<file path="src/rtl/pipeline_pkg.sv">
// pipeline_pkg: widths, encodings and the E/M register layout shared by the execute stage.
package pipeline_pkg;

    localparam int DATA_W  = 19;
    localparam int PC_W    = 12;
    localparam int RADDR_W = 5;

    // Counter wide enough to hold DATA_W-1 multiply steps.
    localparam int MUL_CNT_W = $clog2(DATA_W);

    typedef enum logic [2:0] {
        ALU_ADD = 3'b000,
        ALU_SUB = 3'b001,
        ALU_AND = 3'b010,
        ALU_OR  = 3'b011,
        ALU_XOR = 3'b100,
        ALU_SHL = 3'b101,
        ALU_SHR = 3'b110,
        ALU_MUL = 3'b111
    } alu_op_t;

    typedef enum logic [1:0] {
        FWD_REG     = 2'b00,
        FWD_WB      = 2'b01,
        FWD_MEM     = 2'b10,
        FWD_REG_ALT = 2'b11
    } fwd_sel_t;

    typedef enum logic [1:0] {
        MUL_IDLE = 2'b00,
        MUL_BUSY = 2'b01,
        MUL_DONE = 2'b10
    } mul_state_t;

    typedef struct packed {
        logic               reg_write;
        logic               mem_write;
        logic [1:0]         result_src;
        logic [DATA_W-1:0]  alu_result;
        logic [DATA_W-1:0]  write_data;
        logic [RADDR_W-1:0] rd;
        logic [PC_W-1:0]    pc_plus1;
    } em_reg_t;

    localparam em_reg_t EM_BUBBLE = '0;

    function automatic logic [DATA_W-1:0] fwd_select(
        input logic [1:0]        sel,
        input logic [DATA_W-1:0] reg_val,
        input logic [DATA_W-1:0] wb_val,
        input logic [DATA_W-1:0] mem_val
    );
        case (fwd_sel_t'(sel))
            FWD_WB:  return wb_val;
            FWD_MEM: return mem_val;
            default: return reg_val;
        endcase
    endfunction

endpackage

</file>
<file path="src/rtl/execute_mul.sv">
// execute_mul: iterative shift-add multiplier, one multiplier bit per cycle.
// Only the low DATA_W bits of the product are kept.
module execute_mul
    import pipeline_pkg::*;
(
    input  logic              clk,
    input  logic              reset,
    input  logic              start_i,
    input  logic [DATA_W-1:0] op_a_i,
    input  logic [DATA_W-1:0] op_b_i,
    output logic              busy_o,
    output logic              done_o,
    output logic [DATA_W-1:0] product_o
);

    mul_state_t           state_q, state_d;
    logic [MUL_CNT_W-1:0] count_q, count_d;
    logic [DATA_W-1:0]    mcand_q, mcand_d;
    logic [DATA_W-1:0]    mplier_q, mplier_d;
    logic [DATA_W-1:0]    acc_q, acc_d;

    // NOTE: sequential state uses non-blocking assignments so every register samples pre-edge values.
    always_ff @(posedge clk) begin
        if (reset) begin
            state_q  <= MUL_IDLE;
            count_q  <= '0;
            mcand_q  <= '0;
            mplier_q <= '0;
            acc_q    <= '0;
        end else begin
            state_q  <= state_d;
            count_q  <= count_d;
            mcand_q  <= mcand_d;
            mplier_q <= mplier_d;
            acc_q    <= acc_d;
        end
    end

    // NOTE: every output of this block gets a default first so no path can infer a latch.
    always_comb begin
        state_d  = state_q;
        count_d  = count_q;
        mcand_d  = mcand_q;
        mplier_d = mplier_q;
        acc_d    = acc_q;
        unique case (state_q)
            MUL_IDLE: begin
                if (start_i) begin
                    mcand_d  = op_a_i;
                    mplier_d = op_b_i;
                    acc_d    = '0;
                    count_d  = MUL_CNT_W'(DATA_W - 1);
                    state_d  = MUL_BUSY;
                end
            end
            MUL_BUSY: begin
                if (mplier_q[0]) begin
                    acc_d = acc_q + mcand_q;
                end
                mcand_d  = mcand_q << 1;
                mplier_d = mplier_q >> 1;
                if (count_q == '0) begin
                    state_d = MUL_DONE;
                end else begin
                    count_d = count_q - 1'b1;
                end
            end
            MUL_DONE: begin
                state_d = MUL_IDLE;
            end
            default: begin
                state_d = MUL_IDLE;
            end
        endcase
    end

    assign busy_o    = (state_q == MUL_BUSY);
    assign done_o    = (state_q == MUL_DONE);
    assign product_o = acc_q;

endmodule

</file>
<file path="src/rtl/execute_stage.sv">
// execute_stage: operand forwarding, ALU, branch/jump resolution and the E/M register.
// Define EXECUTE_MUL_EN to build in the iterative multiplier and its upstream stall.
module execute_stage
    import pipeline_pkg::*;
(
    input  logic               clk,
    input  logic               reset,
    input  logic               RegWriteE,
    input  logic               MemWriteE,
    input  logic               JumpE,
    input  logic               BranchE,
    input  logic               ALUSrcE,
    input  logic [1:0]         ResultSrcE,
    input  logic [2:0]         ALUControlE,
    input  logic [DATA_W-1:0]  RD1E,
    input  logic [DATA_W-1:0]  RD2E,
    input  logic [DATA_W-1:0]  ImmExtE,
    input  logic [PC_W-1:0]    PCE,
    input  logic [PC_W-1:0]    PCPlus1E,
    input  logic [RADDR_W-1:0] RdE,
    input  logic [1:0]         ForwardAE,
    input  logic [1:0]         ForwardBE,
    input  logic [DATA_W-1:0]  ResultW,
    output logic               PCSrcE,
    output logic [PC_W-1:0]    PCTargetE,
    output logic               StallE,
    output logic               RegWriteM,
    output logic               MemWriteM,
    output logic [1:0]         ResultSrcM,
    output logic [DATA_W-1:0]  ALUResultM,
    output logic [DATA_W-1:0]  WriteDataM,
    output logic [RADDR_W-1:0] RdM,
    output logic [PC_W-1:0]    PCPlus1M
);

    em_reg_t           em_q, em_d;
    logic [DATA_W-1:0] src_a_e, src_b_e, write_data_e;
    logic [DATA_W-1:0] alu_out_e, alu_result_e;
    logic [4:0]        shamt_e;
    logic              shift_oob_e;
    logic              zero_e;
    logic              is_mul_e;
    logic              stall_e;

    assign src_a_e      = fwd_select(ForwardAE, RD1E, ResultW, em_q.alu_result);
    assign write_data_e = fwd_select(ForwardBE, RD2E, ResultW, em_q.alu_result);
    assign src_b_e      = ALUSrcE ? ImmExtE : write_data_e;

    assign shamt_e     = src_b_e[4:0];
    assign shift_oob_e = (shamt_e >= 5'(DATA_W));
    assign is_mul_e    = (alu_op_t'(ALUControlE) == ALU_MUL);

    always_comb begin
        alu_out_e = '0;
        unique case (alu_op_t'(ALUControlE))
            ALU_ADD: alu_out_e = src_a_e + src_b_e;
            ALU_SUB: alu_out_e = src_a_e - src_b_e;
            ALU_AND: alu_out_e = src_a_e & src_b_e;
            ALU_OR:  alu_out_e = src_a_e | src_b_e;
            ALU_XOR: alu_out_e = src_a_e ^ src_b_e;
            ALU_SHL: alu_out_e = shift_oob_e ? '0 : (src_a_e << shamt_e);
            ALU_SHR: alu_out_e = shift_oob_e ? '0 : (src_a_e >> shamt_e);
            ALU_MUL: alu_out_e = '0;
            default: alu_out_e = '0;
        endcase
    end

    // Branch compare is independent of the opcode so any ALU op can feed a branch.
    assign zero_e = ((src_a_e - src_b_e) == '0);

`ifdef EXECUTE_MUL_EN
    logic              mul_busy, mul_done;
    logic [DATA_W-1:0] mul_product;

    execute_mul u_mul (
        .clk       (clk),
        .reset     (reset),
        .start_i   (is_mul_e),
        .op_a_i    (src_a_e),
        .op_b_i    (src_b_e),
        .busy_o    (mul_busy),
        .done_o    (mul_done),
        .product_o (mul_product)
    );

    // The mul stays in E until DONE, so its arrival in IDLE already holds the pipeline.
    assign stall_e      = (is_mul_e & ~mul_done) | mul_busy;
    assign alu_result_e = is_mul_e ? mul_product : alu_out_e;
`else
    assign stall_e      = 1'b0;
    assign alu_result_e = alu_out_e;
`endif

    assign StallE    = stall_e;
    assign PCSrcE    = (JumpE | (BranchE & zero_e)) & ~stall_e;
    assign PCTargetE = PCE + ImmExtE[PC_W-1:0];

    always_comb begin
        em_d = EM_BUBBLE;
        if (!stall_e) begin
            em_d.reg_write  = RegWriteE;
            em_d.mem_write  = MemWriteE;
            em_d.result_src = ResultSrcE;
            em_d.alu_result = alu_result_e;
            em_d.write_data = write_data_e;
            em_d.rd         = RdE;
            em_d.pc_plus1   = PCPlus1E;
        end
    end

    always_ff @(posedge clk) begin
        if (reset) begin
            em_q <= EM_BUBBLE;
        end else begin
            em_q <= em_d;
        end
    end

    assign RegWriteM  = em_q.reg_write;
    assign MemWriteM  = em_q.mem_write;
    assign ResultSrcM = em_q.result_src;
    assign ALUResultM = em_q.alu_result;
    assign WriteDataM = em_q.write_data;
    assign RdM        = em_q.rd;
    assign PCPlus1M   = em_q.pc_plus1;

endmodule

</file>
<file path="config.mk">
export PLATFORM = sky130hd
export DESIGN_NAME = execute_stage
export DESIGN_NICKNAME = d
export VERILOG_FILES = /design/src/rtl/pipeline_pkg.sv /design/src/rtl/execute_mul.sv /design/src/rtl/execute_stage.sv
export SDC_FILE = /design/constraint.sdc
export NUM_CORES = 1
export LEC_CHECK = 0
export ABC_AREA = 1
export CORE_MARGIN = 5
export CORE_UTILIZATION = 25
export DETAILED_ROUTE_END_ITERATION = 16
export HOLD_SLACK_MARGIN = 0.1
export SYNTH_ARGS = -nofsm -noshare
export SYNTH_HDL_FRONTEND = slang
export SYNTH_SLANG_ARGS = --single-unit
</file>
<file path="constraint.sdc">
create_clock -name clk -period 8.72 [get_ports clk]
set_input_delay 0.872 -clock clk [delete_from_list [all_inputs] [get_ports clk]]
set_output_delay 0.872 -clock clk [all_outputs]
set_load 0.05 [all_outputs]
</file>
==> flow_summary.json, run 1 <==
{
  "cp_num_buf_inv": 5,
  "slew_viol_final": 0,
  "maxCapViolCount": 0,
  "htree_levels": 3,
  "regArea_sq_mm": 0.00118,
  "min_period_ps": 7170,
  "ys_types": 53,
  "seq_area_frac_synth_pct": 15.1,
  "end_kind": "output pin",
  "dieHeight_um": 187,
  "n_antenna_cell": 0,
  "finalSetupViolations": 0,
  "rsz0062_at_grt": "false",
  "p_per_area_mw_per_mm2": 169,
  "fin_util_pct": 33.6,
  "critPathArrivalTime_ps": 6300,
  "layout.nets": 1694,
  "multi_input_area_sq_mm": 0.00567,
  "grt_pass1_vias": 9301,
  "relSlewSlack_pct": 25.8,
  "cts_max_path_buffers": 2,
  "cts-root-buf": "clkbuf_16",
  "synth.ff_latch_count": 59,
  "core-area_sq_mm": 0.0307,
  "hold_buffers": 0,
  "routed_wl_um": 37100,
  "row_count": 64,
  "dp_hpwl_um": 30400,
  "netlist_instances": 1340,
  "crit_path_start_kind": "input port",
  "antenna_found_initial": 1,
  "grt.total_usage_pct": 20.0,
  "numCtsBuffers": 9,
  "path_delay_family": "simple AND/OR/NAND/NOR gates",
  "leakage_nw": 4.85,
  "io_buffers": 192,
  "dr.pass1.iters": 7,
  "drt_first_iter_violations": 1050,
  "die_area_sq_mm": 0.0350,
  "final_design_area_no_fill_sq_mm": 0.0103,
  "post_cts_buffers": 0,
  "die_w_um": 187,
  "hold_class": "reg2reg",
  "hold_viol_final": 0,
  "clk_latency_ps": 340,
  "grt_max_degree": 44,
  "area_growth_pct": 31.8,
  "synth_edf_count": 0,
  "synthesis.nets": 1536,
  "timing.final.crit_share_pct": 82.3,
  "avgSynthCellArea_sq_um": 5.85,
  "synthMuxAreaShare_pct": 0,
  "fmax_mhz": 139,
  "grt_pass1_wl_um": 55400,
  "place_congestion": 1.04,
  "worstPathMaxFanout": 24,
  "async_flop_share_pct": 0,
  "initial_utilization_pct": 25.5,
  "drive_gt1_share_pct": 4.00,
  "critPathKind": "in2out",
  "drcViolationCount": 0,
  "cts_tree": "built",
  "wl_per_cell_um": 19.6,
  "path_clk_slew_ps": 50,
  "crit_path_frequent_cell": "nand2_1",
  "overflow": 0,
  "yosys.area_share.simple_pct": 36.2,
  "max_stage_delay_ps": 800,
  "ys_warn_count": 0,
  "num-fill-cells": 3435,
  "synth_top_family_by_area": "simple AND/OR/NAND/NOR gates",
  "final.setup_skew_ps": 6.86,
  "crit_required_ps": 7850,
  "syn_area_sq_mm": 0.00784,
  "ant_nets": 0,
  "worstPathCellList": "clkdlybuf4s50_1, inv_1, ha_1, inv_4, nand3_1, nand3_2, nand2_2, ha_1, inv_1, fa_1, nand3_1, nand3_1, nand2_1, nand2_1, nand3_1, nand2_1, xor2_1, nor2_1, nand2_1, nor2_1, nand4_1, nand2_1, clkdlybuf4s50_1",
  "cp_slowest_cell": "clkdlybuf4s50_1",
  "viasPerCell": 5.20,
  "outcome": "completed",
  "ios": 194,
  "synth_xor_area_share_pct": 3.46,
  "vias": 9861,
  "ir_drop_uv": 67.6,
  "final.setup.tns_ps": 0,
  "cts.sinks": 59,
  "tightest_slew_ps": 1110,
  "synth_fa_ha_area_share_pct": 12.3,
  "ys.flop_type": "dfxtp_1",
  "place_area_sq_mm": 0.0100,
  "cts_resized": 0,
  "synth_compound_area_share_pct": 20.4
}
[power breakdown]
part	internal [mW]	total, mW	switching [mW]	leakage, nW
logic	0.340	1.07	0.730	4.21
registers	0.295	0.313	0.0181	0.490
clock network	0.241	0.368	0.127	0.151
[worst paths after layout]
path,slack [ps],depth (start not counted),start,end
setup / recovery,1550,23,ForwardBE[0],PCSrcE
hold / removal,680,4,ALUResultM[0],WriteDataM[0]
setup reg to reg,4640,20,ALUResultM[0],ALUResultM[16]
hold reg to reg,680,4,ALUResultM[0],WriteDataM[0]
[cell families after synthesis]
logic type,after synthesis
flip-flops,59
AND/OR/NAND/NOR,665
AO/OA/AOI/OAI,275
other,1
buffers and inverters,234
adder cells (fa/ha/maj),75
XOR/XNOR,31
[through the flow]
step | hold slack (ps) | cells | power, mW | setup slack (ps)
global route | 731 | 1897 | 1.85 | 1270
detailed placement | 662 | 1883 | 1.36 | 1600
finish | 681 | 1897 | 1.75 | 1550
floorplan | 824 | 1340 | 1.01 | 3950
CTS | 678 | 1897 | 1.74 | 1580
global placement | 658 | 1883 | 1.36 | 1680
[cells in the mapped netlist (2+ instances only)]
library cell	number	area [sq um]
o21ai_2	2	17.5
o211ai_1	9	67.6
or2_2	8	50.1
o22ai_1	4	25.0
ha_1	72	901
nand3b_1	3	22.5
xnor2_1	5	43.8
buf_4	10	75.1
xor2_1	26	228
o211a_1	2	20.0
o2111ai_1	7	61.3
clkbuf_1	20	75.1
nand2_2	9	56.3
nor4_1	6	37.5
o21ai_1	15	75.1
o21bai_1	2	15.0
or2_1	2	12.5
buf_2	22	110
nand3_1	138	691
dfxtp_1	59	1180
inv_1	167	627
nor2_1	129	484
nor3_1	10	50.1
o21a_1	2	15.0
nand2_1	339	1270
clkinv_1	3	11.3
nor2_4	2	22.5
a31oi_1	8	50.1
and2_1	2	12.5
a221o_1	14	140
a221oi_1	3	26.3
o31ai_1	6	45.0
a21oi_1	82	410
nand4_1	12	75.1
inv_2	4	15.0
buf_6	5	56.3
a211oi_1	7	52.6
o21ai_0	107	536
fa_1	3	60.1
[final cells by class]
cell class / instances / share of cell area [%]
flip-flops and latches: 59 / 11.4
inverters: 175 / 6.38
clock buffers: 12 / 2.58
well taps: 396 / 4.80
repair buffers: 206 / 19.6
multi-input cells: 1047 / 54.9
clock inverters: 2 / 0.339
[metal layers]
layer | up-vias | part of all wire, % | track usage [%]
li1 | 4718 | - | -
met1 | 4510 | 42 | 25.6
met2 | 563 | 45 | 32.3
met3 | 68 | 11 | 5.54
met4 | 2 | 2.9 | 6.77
met5 | - | 0.035 | 0
[flip-flops by register name, summed over array words and instances, names as in the netlist]
| register | count |
|---|---|
| RdM | 5 |
| PCPlus1M | 12 |
| WriteDataM | 19 |
| ResultSrcM | 2 |
| ALUResultM | 19 |
| RegWriteM | 1 |
| MemWriteM | 1 |
[placed cells by master, fill, tap and decap left out, drive strengths merged, types with 4 or more instances in the layout]
cell / instances
a221o: 14
o211ai: 9
clkbuf: 12
nand2: 348
buf: 15
a31oi: 8
clkinv: 4
ha: 72
o2111ai: 7
xnor2: 5
o31ai: 6
o22ai: 4
nor2: 133
nand4: 12
o21ai: 124
a21oi: 83
nand3: 139
inv: 172
or2: 10
dfxtp: 59
nor3: 11
clkdlybuf4s50: 191
a211oi: 7
xor2: 26
nor4: 6
[worst reg2reg max path: stages, from the launching register on]
cell and delay [ps]:
dfxtp_1 360, nand2_1 80, nand3_1 140, nand3_2 200
nand2_2 470, ha_1 350, inv_1 110, fa_1 470
inv_1 160, nand3_1 90, nand2_1 90, inv_1 50
o21ai_1 270, inv_1 110, o21bai_1 310, nand4_1 160
nand2_1 90, nand2_1 50, nand3_1 100, nand2_1 60
a21oi_1 240
(Power assumes the default switching activity.)
==> run 2: changes to the inputs <==
==> constraint.sdc (replaced) <==
create_clock -name clk -period 7.06 [get_ports clk]
set_input_delay 0.706 -clock clk [delete_from_list [all_inputs] [get_ports clk]]
set_output_delay 0.706 -clock clk [all_outputs]
set_load 0.05 [all_outputs]
==> flow_summary.json, run 2 (synthesis gave the netlist of run 1 again) <==
{
  "post_cts_buffers": 0,
  "drive_gt1_share_pct": 4.44,
  "outcome": "completed",
  "cts_resized": 0,
  "dp_hpwl_um": 32600,
  "die_w_um": 187,
  "maxCapViolCount": 0,
  "grt_pass1_wl_um": 59100,
  "place_ws_ps": 1050,
  "io_buffers": 192,
  "grt_use_met3_pct": 5.15,
  "met1_usage_pct": 28.7,
  "tightest_slew_ps": 1070,
  "max_stage_delay_ps": 690,
  "hold_viol_final": 0,
  "hold_class": "reg2reg",
  "end_kind": "output pin",
  "cts_max_path_buffers": 2,
  "worstPathCellList": "clkdlybuf4s50_1, ha_1, nand2_1, nand3_1, nand3_2, nand2_2, ha_1, inv_1, fa_1, nand3_1, nand3_1, nand2_1, nand3_1, xor2_1, nor2_1, nand2_1, nor2_1, nand4_1, nand2_1, buf_12",
  "fin_total_pwr_mw": 2.26,
  "overflow": 0,
  "fmax_mhz": 164,
  "crit_path_start_kind": "input port",
  "drt_first_iter_violations": 889,
  "cp_slowest_cell": "ha_1",
  "grt.total_usage_pct": 21.6,
  "crit_required_ps": 6350,
  "r2r-end": "ALUResultM[16]",
  "ant_nets": 0,
  "htree_levels": 3,
  "wl_per_cell_um": 20.9,
  "hold_buffers": 0,
  "layout_setup_ws_ps": 964,
  "leakage_nw": 4.89,
  "r2r-start": "ALUResultM[0]",
  "clk_latency_ps": 340,
  "n_antenna_cell": 0,
  "grt_max_degree": 46,
  "final_cells": 1905,
  "reg2reg_slack_ps": 3000,
  "viasPerCell": 5.24,
  "vias": 9986,
  "cp_num_buf_inv": 3,
  "worstPathMaxFanout": 22,
  "ios": 194,
  "min_to": "WriteDataM[3]",
  "final_design_area_no_fill_sq_mm": 0.0104,
  "antenna_found_initial": 0,
  "min_path_cells": 4,
  "final.setup.tns_ps": 0,
  "min_period_ps": 6100,
  "slew_viol_final": 0,
  "use_met2_pct": 34.6,
  "most-common-layout-cells": "nand2_1, clkdlybuf4s50_1, inv_1, nand3_1, nor2_1",
  "cts_tree": "built",
  "top_usage_layer": "met2",
  "area_growth_pct": 33.1,
  "reg2regPathDepth": 20,
  "dieHeight_um": 187,
  "routed_wl_um": 39900,
  "drcViolationCount": 0,
  "rsz0062_at_grt": "false",
  "place_area_sq_mm": 0.0101,
  "critPathArrivalTime_ps": 5390,
  "critPathKind": "in2out",
  "place_congestion": 1.01,
  "path_delay_family": "simple AND/OR/NAND/NOR gates",
  "layout.nets": 1700,
  "dpl.cell_count": 1889,
  "p_per_area_mw_per_mm2": 217,
  "relSlewSlack_pct": 28.3,
  "cts-root-buf": "clkbuf_16",
  "cts.sinks": 59,
  "die_area_sq_mm": 0.0350,
  "path_clk_slew_ps": 50,
  "core-area_sq_mm": 0.0307,
  "final.setup_skew_ps": 11.3,
  "ir_drop_uv": 93.3,
  "final_common_cell": "nand2_1",
  "initial_utilization_pct": 25.5,
  "finalSetupViolations": 0,
  "grt_pass1_vias": 9546,
  "timing.final.crit_share_pct": 86.3,
  "hp-start": "ALUResultM[3]",
  "row_count": 64,
  "numCtsBuffers": 9,
  "dr.pass1.iters": 5
}
==> run 2: changes by cell type in the layout (fill, tap and decap cells not counted) <==
cell / previous run / this run
buf_12: 0 / 1
clkbuf_1: 0 / 2
clkbuf_8: 3 / 1
clkdlybuf4s50_1: 191 / 190
bufinv_16: 1 / 3
clkinv_2: 1 / 0
buf_4: 14 / 20
clkinvlp_4: 0 / 1
==> run 2: worst max path at each step <==
| stage | depth (start not counted) | end | from | slack (ps) |
|---|---|---|---|---|
| floorplan | 21 | PCSrcE | ForwardBE[0] | 2630 |
| global placement | 20 | PCSrcE | ForwardBE[1] | 1010 |
| detailed placement | 21 | PCSrcE | ForwardBE[0] | 1050 |
| CTS | 21 | PCSrcE | ForwardBE[0] | 1010 |
| global route | 21 | PCSrcE | ForwardBE[1] | 630 |
| finish | 20 | PCSrcE | ForwardBE[1] | 960 |
==> run 2: power by group <==
part	switching, mW	internal [mW]
Combinational	0.935	0.427
Clock	0.162	0.354
Sequential	0.0214	0.364
==> run 2: routing by layer <==
layer	wire length (um)	vias up
met5	0	-
met4	1280	0
met3	3540	69
met2	17500	511
met1	17500	4668
li1	-	4738
==> run 2: metrics by stage <==
stage | utilization (%) | hold WS [ps]
2_1_floorplan | - | 813
3_3_place_gp | 32.8 | 682
3_5_place_dp | 32.8 | 688
4_1_cts | 33.9 | 691
5_1_grt | 33.9 | 742
6_report | 33.9 | 691
==> run 2: layout make-up <==
class                           instances  area [sq um]
Clock buffer                           12           246
Clock inverter                          4          97.6
Fill cell                            3438         20300
Inverter                              175           659
Multi-Input combinational cell       1047          5670
Sequential cell                        59          1180
Tap cell                              396           495
Timing Repair Buffer                  212          2080
==> run 2: worst min-delay path: stages, from the launching register on <==
cell	delay, ps
dfxtp_1	340
nand2_1	80
nand3_1	80
nand2_1	110
nor2_1	50
==> run 3: changes to the inputs <==
--- a/config.mk
+++ b/config.mk
@@ -6,7 +6,7 @@
 export NUM_CORES = 1
 export LEC_CHECK = 0
 export ABC_AREA = 1
-export CORE_MARGIN = 5
+export CORE_MARGIN = 10
 export CORE_UTILIZATION = 25
 export DETAILED_ROUTE_END_ITERATION = 16
 export HOLD_SLACK_MARGIN = 0.1
==> flow_summary.json, run 3 (synthesis gave the netlist of run 1 again) <==
{
  "drive_gt1_share_pct": 4.19,
  "path_clk_slew_ps": 50,
  "critPathKind": "in2out",
  "drcViolationCount": 0,
  "worstPathMaxFanout": 38,
  "timing.final.crit_share_pct": 90.5,
  "r2r-start": "ALUResultM[0]",
  "crit_start": "ForwardAE[0]",
  "numCtsBuffers": 9,
  "post_cts_buffers": 0,
  "area_growth_pct": 32.4,
  "final.setup.tns_ps": 0,
  "wl_per_cell_um": 20.6,
  "grt_pass1_wl_um": 57800,
  "io_buffers": 192,
  "hold_buffers": 0,
  "outcome": "completed",
  "cts.sinks": 59,
  "cts_resized": 0,
  "drt_first_iter_violations": 1060,
  "cts_tree": "built",
  "fmax_mhz": 157,
  "maxCapViolCount": 0,
  "p_per_area_mw_per_mm2": 212,
  "crit_path_start_kind": "input port",
  "antenna_found_initial": 0,
  "dp_hpwl_um": 32400,
  "leakage_nw": 4.87,
  "final.setup_skew_ps": 9.38,
  "met1_usage_pct": 24.5,
  "place_congestion": 1.06,
  "cts_max_path_buffers": 2,
  "min_period_ps": 6390,
  "grt.total_usage_pct": 19.2,
  "holdWs_ps": 679,
  "relSlewSlack_pct": 15.6,
  "slew_viol_final": 0,
  "rsz0062_at_grt": "false",
  "die_area_sq_mm": 0.0388,
  "layout_setup_ws_ps": 673,
  "routed_wl_um": 39100,
  "use_met2_pct": 31.2,
  "hold_class": "reg2reg",
  "top_usage_layer": "met2",
  "reg2reg_slack_ps": 3140,
  "crit_required_ps": 6350,
  "grt_pass1_vias": 9566,
  "vias": 10100,
  "grt_max_degree": 44,
  "clk_latency_ps": 340,
  "tightest_slew_ps": 1250,
  "ant_nets": 0,
  "final_common_cell": "nand2_1",
  "core-area_sq_mm": 0.0307,
  "most-common-layout-cells": "nand2_1, clkdlybuf4s50_1, inv_1, nand3_1, nor2_1",
  "htree_levels": 3,
  "end_kind": "output pin",
  "initial_utilization_pct": 25.5,
  "layout.nets": 1696,
  "finalSetupViolations": 0,
  "overflow": 0,
  "cts-root-buf": "clkbuf_16",
  "row_count": 64,
  "ir_drop_uv": 83.2,
  "viasPerCell": 5.30,
  "hold_viol_final": 0,
  "dieHeight_um": 197,
  "fin_total_pwr_mw": 2.20,
  "grt_use_met3_pct": 4.41,
  "place_ws_ps": 853,
  "critPathArrivalTime_ps": 5680,
  "n_antenna_cell": 0,
  "die_w_um": 197,
  "dr.pass1.iters": 7,
  "hp-start": "ALUResultM[3]",
  "ios": 194
}
run 3: cell count changes in the layout (fill, tap and decap cells not counted):
cell,before,now
buf_4,20,16
bufinv_16,3,2
clkinv_2,0,1
clkinv_4,0,1
clkinvlp_4,1,0
run 3: metrics by stage:
step           cell area [sq um]  util [%]  cells
2_1_floorplan               7840         -   1340
3_3_place_gp               10100      32.7   1885
3_5_place_dp               10100      32.7   1885
4_1_cts                    10400      33.7   1901
5_1_grt                    10400      33.7   1901
6_report                   10400      33.7   1901
run 3: critical path, cell delays in order:
cell             delay [ps]
clkdlybuf4s50_1         480
inv_1                    50
ha_1                    260
inv_1                   430
o21ai_0                1160
inv_1                   220
ha_1                    580
inv_1                   130
a21oi_1                 300
o21ai_0                 230
a21oi_1                 180
nand2_1                  80
xor2_1                  160
nor2_1                  120
nand2_1                  60
nor2_1                  130
nand4_1                 110
nand2_1                 120
buf_12                  140
run 3: where the power goes:
part	switching [mW]	internal [mW]	total, mW
registers	0.0210	0.364	0.385
logic	0.912	0.423	1.33
clock network	0.161	0.319	0.480
run 3: layout make-up:
| class | count | area (sq um) |
|---|---|---|
| clock buffer | 12 | 246 |
| timing repair buffer | 208 | 2050 |
| sequential | 59 | 1180 |
| tap | 396 | 495 |
| fill | 3368 | 20400 |
| clock inverter | 4 | 73.8 |
| inverter | 175 | 659 |
| multi-input combinational | 1047 | 5670 |
run 3: metal layers:
metal / part of all wire (%) / vias up
li1: - / 4737
met1: 42 / 4668
met2: 44 / 596
met3: 11 / 69
met4: 2.8 / 0
met5: 0 / -
run 3: path summary, 6_finish.rpt:
kind	endpoint	depth (start not counted)
worst max register to register	ALUResultM[16]	20
worst min-delay path	WriteDataM[3]	4
worst min register to register	WriteDataM[3]	4
worst max-delay path	PCSrcE	19
